### src/rtl/register_write_arbiter_if.sv
// Register-file write arbitration: shared types plus the requester/register-file bundle.
// Enum widths here define the register-file select and op encodings used on both sides.
package register_write_arbiter_pkg;
    typedef enum logic [1:0] {
        REG_A = 2'd0,
        REG_B = 2'd1,
        REG_C = 2'd2,
        REG_D = 2'd3
    } register_sel_e;

    typedef enum logic {
        REG_READ  = 1'b0,
        REG_WRITE = 1'b1
    } registers_op_e;
endpackage

interface register_write_arbiter_if
    import register_write_arbiter_pkg::*;
#(
    parameter int unsigned DATA_BUS_WIDTH = 8
);
    logic                      req0_valid;
    logic                      req0_ready;
    register_sel_e             req0_sel;
    logic [DATA_BUS_WIDTH-1:0] req0_data;
    logic                      req0_lock;

    logic                      req1_valid;
    logic                      req1_ready;
    register_sel_e             req1_sel;
    logic [DATA_BUS_WIDTH-1:0] req1_data;
    logic                      req1_lock;

    registers_op_e             op;
    register_sel_e             reg_in_sel;
    logic [DATA_BUS_WIDTH-1:0] reg_data_in;
    logic                      busy;

    // Requesters plus register-file observer.
    modport master (
        output req0_valid, req0_sel, req0_data, req0_lock,
        output req1_valid, req1_sel, req1_data, req1_lock,
        input  req0_ready, req1_ready,
        input  op, reg_in_sel, reg_data_in, busy
    );

    // Arbiter side.
    modport slave (
        input  req0_valid, req0_sel, req0_data, req0_lock,
        input  req1_valid, req1_sel, req1_data, req1_lock,
        output req0_ready, req1_ready,
        output op, reg_in_sel, reg_data_in, busy
    );
endinterface

### src/rtl/register_write_arbiter.sv
// Two-requester round-robin/locking arbiter for the register file's single write port.
// Optional feature: define REGARB_ROUND_ROBIN_EN for round-robin tie-break (else fixed priority to req0).
module register_write_arbiter
    import register_write_arbiter_pkg::*;
#(
    parameter int unsigned DATA_BUS_WIDTH = 8
) (
    input  logic                      clock,
    input  logic                      reset,
    register_write_arbiter_if.slave   bus
);
    localparam int unsigned DW = DATA_BUS_WIDTH;

    typedef enum logic [1:0] {
        IDLE  = 2'd0,
        LOCK0 = 2'd1,
        LOCK1 = 2'd2
    } state_e;

    state_e        state_q, state_d;
    logic          busy_q, busy_d;
    registers_op_e op_q, op_d;
    register_sel_e sel_q, sel_d;
    logic [DW-1:0] data_q, data_d;
    logic          grant0_c, grant1_c;
    logic          tie0_c;

`ifdef REGARB_ROUND_ROBIN_EN
    logic last_grant_q, last_grant_d;

    // Requester 0 wins a tie only if requester 1 was granted last.
    assign tie0_c = last_grant_q;

    always_comb begin
        last_grant_d = last_grant_q;
        if (grant0_c)      last_grant_d = 1'b0;
        else if (grant1_c) last_grant_d = 1'b1;
    end
`else
    assign tie0_c = 1'b1;
`endif

    // Grant selection, next FSM state and write-stage load.
    always_comb begin
        grant0_c = 1'b0;
        grant1_c = 1'b0;
        state_d  = state_q;
        busy_d   = 1'b0;
        op_d     = REG_READ;
        sel_d    = sel_q;
        data_d   = data_q;

        case (state_q)
            IDLE: begin
                grant0_c = bus.req0_valid && (!bus.req1_valid || tie0_c);
                grant1_c = bus.req1_valid && !grant0_c;
            end
            LOCK0:   grant0_c = bus.req0_valid;
            LOCK1:   grant1_c = bus.req1_valid;
            default: ;
        endcase

        if (grant0_c) begin
            busy_d  = 1'b1;
            op_d    = REG_WRITE;
            sel_d   = bus.req0_sel;
            data_d  = bus.req0_data;
            state_d = bus.req0_lock ? LOCK0 : IDLE;
        end else if (grant1_c) begin
            busy_d  = 1'b1;
            op_d    = REG_WRITE;
            sel_d   = bus.req1_sel;
            data_d  = bus.req1_data;
            state_d = bus.req1_lock ? LOCK1 : IDLE;
        end
    end

    always_ff @(posedge clock or negedge reset) begin
        if (!reset) begin
            state_q      <= IDLE;
            busy_q       <= 1'b0;
            op_q         <= REG_READ;
            sel_q        <= REG_A;
            data_q       <= DW'(0);
`ifdef REGARB_ROUND_ROBIN_EN
            last_grant_q <= 1'b1;
`endif
        end else begin
            state_q      <= state_d;
            busy_q       <= busy_d;
            op_q         <= op_d;
            sel_q        <= sel_d;
            data_q       <= data_d;
`ifdef REGARB_ROUND_ROBIN_EN
            last_grant_q <= last_grant_d;
`endif
        end
    end

    assign bus.req0_ready  = grant0_c;
    assign bus.req1_ready  = grant1_c;
    assign bus.op          = op_q;
    assign bus.reg_in_sel  = sel_q;
    assign bus.reg_data_in = data_q;
    assign bus.busy        = busy_q;

endmodule

### src/flat_wrapper.sv
// flat-port wrapper written by rule: the top's interface ports become plain ports
module register_write_arbiter_flat import register_write_arbiter_pkg::*;
#(
    parameter int unsigned DATA_BUS_WIDTH = 8
)
  (clock, reset, bus_req0_valid, bus_req0_sel, bus_req0_data, bus_req0_lock, bus_req1_valid, bus_req1_sel, bus_req1_data, bus_req1_lock, bus_req0_ready, bus_req1_ready, bus_op, bus_reg_in_sel, bus_reg_data_in, bus_busy);
  register_write_arbiter_if #(.DATA_BUS_WIDTH(DATA_BUS_WIDTH)) bus_i ();
  input  logic clock;
  input  logic reset;
  input wire logic [$bits(bus_i.req0_valid)-1:0] bus_req0_valid;
  input wire logic [$bits(bus_i.req0_sel)-1:0] bus_req0_sel;
  input wire logic [$bits(bus_i.req0_data)-1:0] bus_req0_data;
  input wire logic [$bits(bus_i.req0_lock)-1:0] bus_req0_lock;
  input wire logic [$bits(bus_i.req1_valid)-1:0] bus_req1_valid;
  input wire logic [$bits(bus_i.req1_sel)-1:0] bus_req1_sel;
  input wire logic [$bits(bus_i.req1_data)-1:0] bus_req1_data;
  input wire logic [$bits(bus_i.req1_lock)-1:0] bus_req1_lock;
  output wire logic [$bits(bus_i.req0_ready)-1:0] bus_req0_ready;
  output wire logic [$bits(bus_i.req1_ready)-1:0] bus_req1_ready;
  output wire logic [$bits(bus_i.op)-1:0] bus_op;
  output wire logic [$bits(bus_i.reg_in_sel)-1:0] bus_reg_in_sel;
  output wire logic [$bits(bus_i.reg_data_in)-1:0] bus_reg_data_in;
  output wire logic [$bits(bus_i.busy)-1:0] bus_busy;
  assign bus_i.req0_valid = bus_req0_valid;
  assign bus_i.req0_sel = bus_req0_sel;
  assign bus_i.req0_data = bus_req0_data;
  assign bus_i.req0_lock = bus_req0_lock;
  assign bus_i.req1_valid = bus_req1_valid;
  assign bus_i.req1_sel = bus_req1_sel;
  assign bus_i.req1_data = bus_req1_data;
  assign bus_i.req1_lock = bus_req1_lock;
  assign bus_req0_ready = bus_i.req0_ready;
  assign bus_req1_ready = bus_i.req1_ready;
  assign bus_op = bus_i.op;
  assign bus_reg_in_sel = bus_i.reg_in_sel;
  assign bus_reg_data_in = bus_i.reg_data_in;
  assign bus_busy = bus_i.busy;
  register_write_arbiter #(.DATA_BUS_WIDTH(DATA_BUS_WIDTH)) u_core (.clock(clock), .reset(reset), .bus(bus_i));
endmodule
### config.mk
export PLATFORM = sky130hd
export DESIGN_NAME = register_write_arbiter_flat
export DESIGN_NICKNAME = d
export VERILOG_FILES = /design/src/rtl/register_write_arbiter_if.sv /design/src/rtl/register_write_arbiter.sv /design/src/flat_wrapper.sv
export SDC_FILE = /design/constraint.sdc
export NUM_CORES = 1
export LEC_CHECK = 0
export BUFFER_PORTS_ARGS = -buffer_cell sky130_fd_sc_hd__buf_2
export CORE_MARGIN = 1.5
export CORE_UTILIZATION = 38
export CTS_CLUSTER_DIAMETER = 150
export DETAILED_ROUTE_END_ITERATION = 10
export PLACE_DENSITY = 0.74
export SLEW_MARGIN = 10
export SYNTH_ARGS = -nofsm -noshare
export SYNTH_HDL_FRONTEND = slang
export SYNTH_SLANG_ARGS = --single-unit
### constraint.sdc
create_clock -name clock -period 1.44 [get_ports clock]
set_clock_uncertainty 0.1 [all_clocks]
set_input_delay 0.144 -clock clock [delete_from_list [all_inputs] [get_ports clock]]
set_output_delay 0.144 -clock clock [all_outputs]
set_load 0.005 [all_outputs]
# ---- Yosys cells after proc, flatten, opt, wreduce, memory -nomap -nowiden
# Index checks and enable logic that the tools add are counted.
dict set report totals {
  register_bits 13
  input_bits 26
  word_cells 23
}
dict set report op_classes {
  n_eq_ne 2
  muxes 12
  reduce_logical 5
}
# cell count
set ops {}
lappend ops {{8-bit two-way mux} 2}
lappend ops {{2-bit two-way mux} 5}
lappend ops {{1-bit two-way mux} 4}
lappend ops {{2-bit by 1-bit equality test with 1-bit output, second input constant} 1}
lappend ops {{2-bit equality test, second input constant} 1}
lappend ops {{2-bit logical NOT} 1}
lappend ops {{1-bit one-hot mux with 2 select lines} 1}
lappend ops {{2-bit nonzero test} 1}
lappend ops {{2-bit OR reduction} 1}
lappend ops {{1-bit logical AND} 1}
lappend ops {{1-bit logical NOT} 1}

# ---- Depth between registers and ports, before layout
dict set report logic_depth {
  word_depth 5
  ltp_mapped 5
  ltp_nobuf 4
}

# ---- Worst setup path after synthesis
# Ideal clock, no wire load.
dict set report synth_path {
  path_type {reg2reg}
  startpoint {register u_core.state_q[1]}
  endpoint {register u_core.data_q[0] (netlist: u_core.bus.reg_data_in[0])}
  arrival_time_ns 1.181
  required_time_ns 1.215
  path_slack_ns 0.034
  path_stages_with_launch 5
  n_path_buf 1
  synth_period_minus_slack_ns 1.406
  cell_sequence {dfrtp_1 -> nand2b_4 -> buf_6 -> mux2_4 -> mux2_4}
}
dict set report synth_via {
  elab_chain_cells 4
}
# item line_no
set synth_lines {}
lappend synth_lines {{start, declared} register_write_arbiter.sv:20} ;# state_e state_q, state_d;
lappend synth_lines {{start signal, assigned} register_write_arbiter.sv:89} ;# state_q <= state_d;
lappend synth_lines {{2-bit by 1-bit equality test with 1-bit output or 2-bit logical NOT (tied branches)} register_write_arbiter.sv:53} ;# case (state_q)
lappend synth_lines {{2-bit OR reduction (no source line)} -}
lappend synth_lines {{1-bit two-way mux} register_write_arbiter.sv:53}
lappend synth_lines {{8-bit two-way mux or 2-bit nonzero test (tied branches)} -}
lappend synth_lines {{end signal, assigned} register_write_arbiter.sv:93} ;# data_q <= data_d;
lappend synth_lines {{end, declared} register_write_arbiter.sv:24} ;# logic [DW-1:0] data_q, data_d;
# Parallel ways exist; a longest one is shown, timed or not.
# A chain may end at the register's enable or synchronous reset.

# ---- Worst setup path after layout
dict set report layout_path {
  startpoint {register u_core.state_q[1]}
  endpoint {register u_core.sel_q[0] (netlist: u_core.bus.reg_in_sel[0])}
}
dict set report layout_via {
  elab_chain_cells 4
}
# item line_no
set layout_lines {}
lappend layout_lines {{2-bit by 1-bit equality test with 1-bit output or 2-bit logical NOT (tied branches)} register_write_arbiter.sv:53}
lappend layout_lines {{2-bit OR reduction (no source line)} -}
lappend layout_lines {{1-bit two-way mux} register_write_arbiter.sv:53}
lappend layout_lines {{2-bit two-way mux or 2-bit nonzero test (tied branches)} -}
lappend layout_lines {{end signal, assigned} register_write_arbiter.sv:92} ;# sel_q <= sel_d;
lappend layout_lines {{end, declared} register_write_arbiter.sv:23} ;# register_sel_e sel_q, sel_d;
# Parallel ways exist; a longest one is shown, timed or not.

==> reports/qor.json <==
{
  "critical_path.startpoint_type": {"value": "flop"},
  "row_count": {"value": 15},
  "final_layout_size_suffix_gt1_share": {"value": 74.5, "unit": "%"},
  "total_leakage_power": {"value": 0.554, "unit": "nW"},
  "relSlewSlack": {"value": 81.6, "unit": "%"},
  "routed_len_inst": {"value": 11.1, "unit": "um"},
  "place_hpwl": {"value": 1100, "unit": "um"},
  "worst_setup_hold_path_clk_slew": {"value": 80, "unit": "ps"},
  "synth.ff_latch_count": {"value": 13},
  "floorplan.die.height": {"value": 45.7, "unit": "um"},
  "drt_iter0_drc": {"value": 2},
  "cts_inserted_buffers": {"value": 3},
  "first_pass_grt_wire_length": {"value": 1950, "unit": "um"},
  "power-per-cell-area": {"value": 1750, "unit": "nW/um^2"},
  "number_of_antenna_violations_at_the_first_check_in_global_routing": {"value": 0},
  "detail_route.drc_violations": {"value": 0},
  "global_route.overflow_total": {"value": 0},
  "syn_avg_cell_area": {"value": 15.0, "unit": "sq um"},
  "final-max-slew-violation-count": {"value": 0},
  "ir_worst_vdd": {"value": 897, "unit": "uV"},
  "grt_use_total": {"value": 13.0, "unit": "%"},
  "nNetsFinal": {"value": 121},
  "setup.worst_path.end_class": {"value": "flop"},
  "post_drt_via_cell_ratio": {"value": 4.40},
  "antenna_cells_inserted": {"value": 0},
  "firstDrtPassIters": {"value": 2},
  "min-delay-path-class": {"value": "in2reg"},
  "cells_after_synth": {"value": 46},
  "final_design_area_no_fill": {"value": 996, "unit": "sq um"},
  "die_x": {"value": 45.7, "unit": "um"},
  "start_util": {"value": 40.1, "unit": "%"},
  "report.power.total": {"value": 1.74, "unit": "mW"},
  "place.gp.congestion": {"value": 0.649},
  "unrepaired_setup_endpoints_after_global_routing": {"value": "true"},
  "synth_sequential_area_ratio": {"value": 47.0, "unit": "%"},
  "hold_viol_final": {"value": 0},
  "max_slew.worst_pin.slew": {"value": 276, "unit": "ps"},
  "run_status": {"value": "finished, violations left"},
  "final_period_minus_worst_setup_slack": {"value": 1450, "unit": "ps"},
  "setup.worst_path.class": {"value": "reg2reg"},
  "final_critical_path_setup_slack": {"value": -13.0, "unit": "ps"},
  "timing.final.crit_share": {"value": 101, "unit": "%"},
  "n_fill_cell": {"value": 159},
  "cts_htree_levels": {"value": 1},
  "first_global_vias": {"value": 488},
  "grt_max_degree": {"value": 14},
  "areaGrowthSynthToFinish": {"value": 43.9, "unit": "%"},
  "worstPathArrival": {"value": 1510, "unit": "ps"},
  "antenna_violating_nets_post_route": {"value": 0},
  "vias": {"value": 524},
  "synthDistinctLibCells": {"value": 11},
  "boundaryPins": {"value": 40},
  "clock_insertion_delay_worst_skew": {"value": 270, "unit": "ps"},
  "mappedNetlistArea": {"value": 692, "unit": "sq um"},
  "tritoncts": {"value": "yes"},
  "finalWirelength": {"value": 1330, "unit": "um"},
  "maxClockFrequency": {"value": 0.688, "unit": "GHz"},
  "cts_num_sinks": {"value": 13},
  "synth-warning-count": {"value": 0},
  "setup_viol": {"value": 7},
  "timing.critical_path.required": {"value": 1500, "unit": "ps"},
  "core_ar": {"value": 1730, "unit": "sq um"},
  "placedInstanceArea": {"value": 942, "unit": "sq um"},
  "die-area": {"value": 2090, "unit": "sq um"},
  "port_buffers": {"value": 39},
  "worstPathMaxFanout": {"value": 8},
  "postSynthNetCount": {"value": 72},
  "failed_checks": {"value": "setup timing"},
  "cts_buffer_depth": {"value": 2},
  "ctsRootBufferMaster": {"value": "clkbuf_4"},
  "cap_viol_max_count": {"value": 0}
}
-- critical path, stage by stage, from the launching register on --
cell and delay [ps]:
dfrtp_1 380, nand2b_4 160, buf_12 150, mux2_4 300
mux2_4 260
-- where the power goes --
group / total [mW] / internal [mW] / switching, mW
clock network: 0.216 / 0.107 / 0.108
registers: 0.643 / 0.548 / 0.0949
logic: 0.886 / 0.584 / 0.302
total: 1.74 / 1.24 / 0.505
-- flip-flops by register name (all words and copies together) (netlist names) --
signal / flops
u_core.bus.busy: 1
u_core.bus.reg_data_in: 8
u_core.bus.reg_in_sel: 2
u_core.state_q: 2
-- Yosys cell counts, drive strengths merged --
cell | n | area (sq um)
inv | 1 | 3.75
nand2b | 2 | 20.0
mux2 | 20 | 285
nand2 | 4 | 15.0
nor2 | 2 | 7.51
buf | 3 | 26.3
o22a | 1 | 8.76
dfrtp | 13 | 325
-- placed cells by master (no fill, tap or decap) --
cell type / n
buf_12: 1
nor2_1: 2
mux2_4: 16
buf_2: 39
dlygate4sd3_1: 2
o22a_1: 1
clkbuf_4: 3
nand2_1: 4
buf_4: 5
mux2_2: 4
clkbuf_1: 1
nand2b_1: 1
inv_2: 1
dfrtp_1: 13
nand2b_4: 1
-- cell families (layout without fill, tap and decap cells) --
group / count (synthesis) / count (layout) / share of synthesized area, %
multiplexers: 20 / 20 / 41.2
AO/OA/AOI/OAI: 1 / 1 / 1.27
flip-flops: 13 / 13 / 47.0
buffers and inverters: 4 / 52 / 4.34
AND/OR/NAND/NOR: 8 / 8 / 6.15
-- metrics by stage --
stage / util, % / hold WS, ps / TNS, ps / setup WS (ps) / instances
5_1_grt: 57.7 / 16.5 / -298 / -36.6 / 119
4_1_cts: 57.2 / 18.4 / -138 / -25.9 / 118
3_5_place_dp: 54.6 / -60.5 / -35.8 / -15.1 / 112
3_3_place_gp: 54.6 / -66.7 / 0 / 24.8 / 112
2_1_floorplan: - / -252 / 0 / 33.7 / 46
6_report: 57.7 / 35.7 / -41.5 / -13.0 / 119
-- area by class of cell --
| type | count | area (sq um) | share of cell area (%) |
|---|---|---|---|
| Timing Repair Buffer | 47 | 273 | 27.4 |
| Sequential cell | 13 | 325 | 32.7 |
| Multi-Input combinational cell | 29 | 337 | 33.8 |
| Tap cell | 25 | 31.3 | 3.14 |
| Inverter | 1 | 3.75 | 0.377 |
| Clock buffer | 4 | 26.3 | 2.64 |
-- per-layer routing --
layer	GRT usage [%]	part of all wire [%]	routed length, um
met1	15.0	42	553
met3	2.38	6.0	80
met2	23.4	52	693
met5	0	0	0
met4	5.29	0	0
-- timing repair --
| item | 4_1_cts | 5_1_grt |
|---|---|---|
| resized for setup | 1 | 0 |
| setup buffers | 0 | 1 |
| setup endpoints to repair | 9 | 11 |
| hold buffers | 2 | 0 |
| hold endpoints to repair | 14 | 0 |
-- worst paths after layout --
kind / slack, ps / end / depth (start not counted) / startpoint
max in group asynchronous: 840 / u_core.bus.reg_data_in[6] / 2 / reset
min: 40 / u_core.state_q[1] / 2 / bus_req1_lock
min in group asynchronous: 180 / u_core.bus.reg_data_in[5] / 2 / reset
max: -10 / u_core.bus.reg_in_sel[0] / 4 / u_core.state_q[1]
max reg2reg: -10 / u_core.bus.reg_in_sel[0] / 4 / u_core.state_q[1]
min reg2reg: 370 / u_core.state_q[0] / 2 / u_core.state_q[0]
Note: power is estimated with default switching activity, not from simulation.
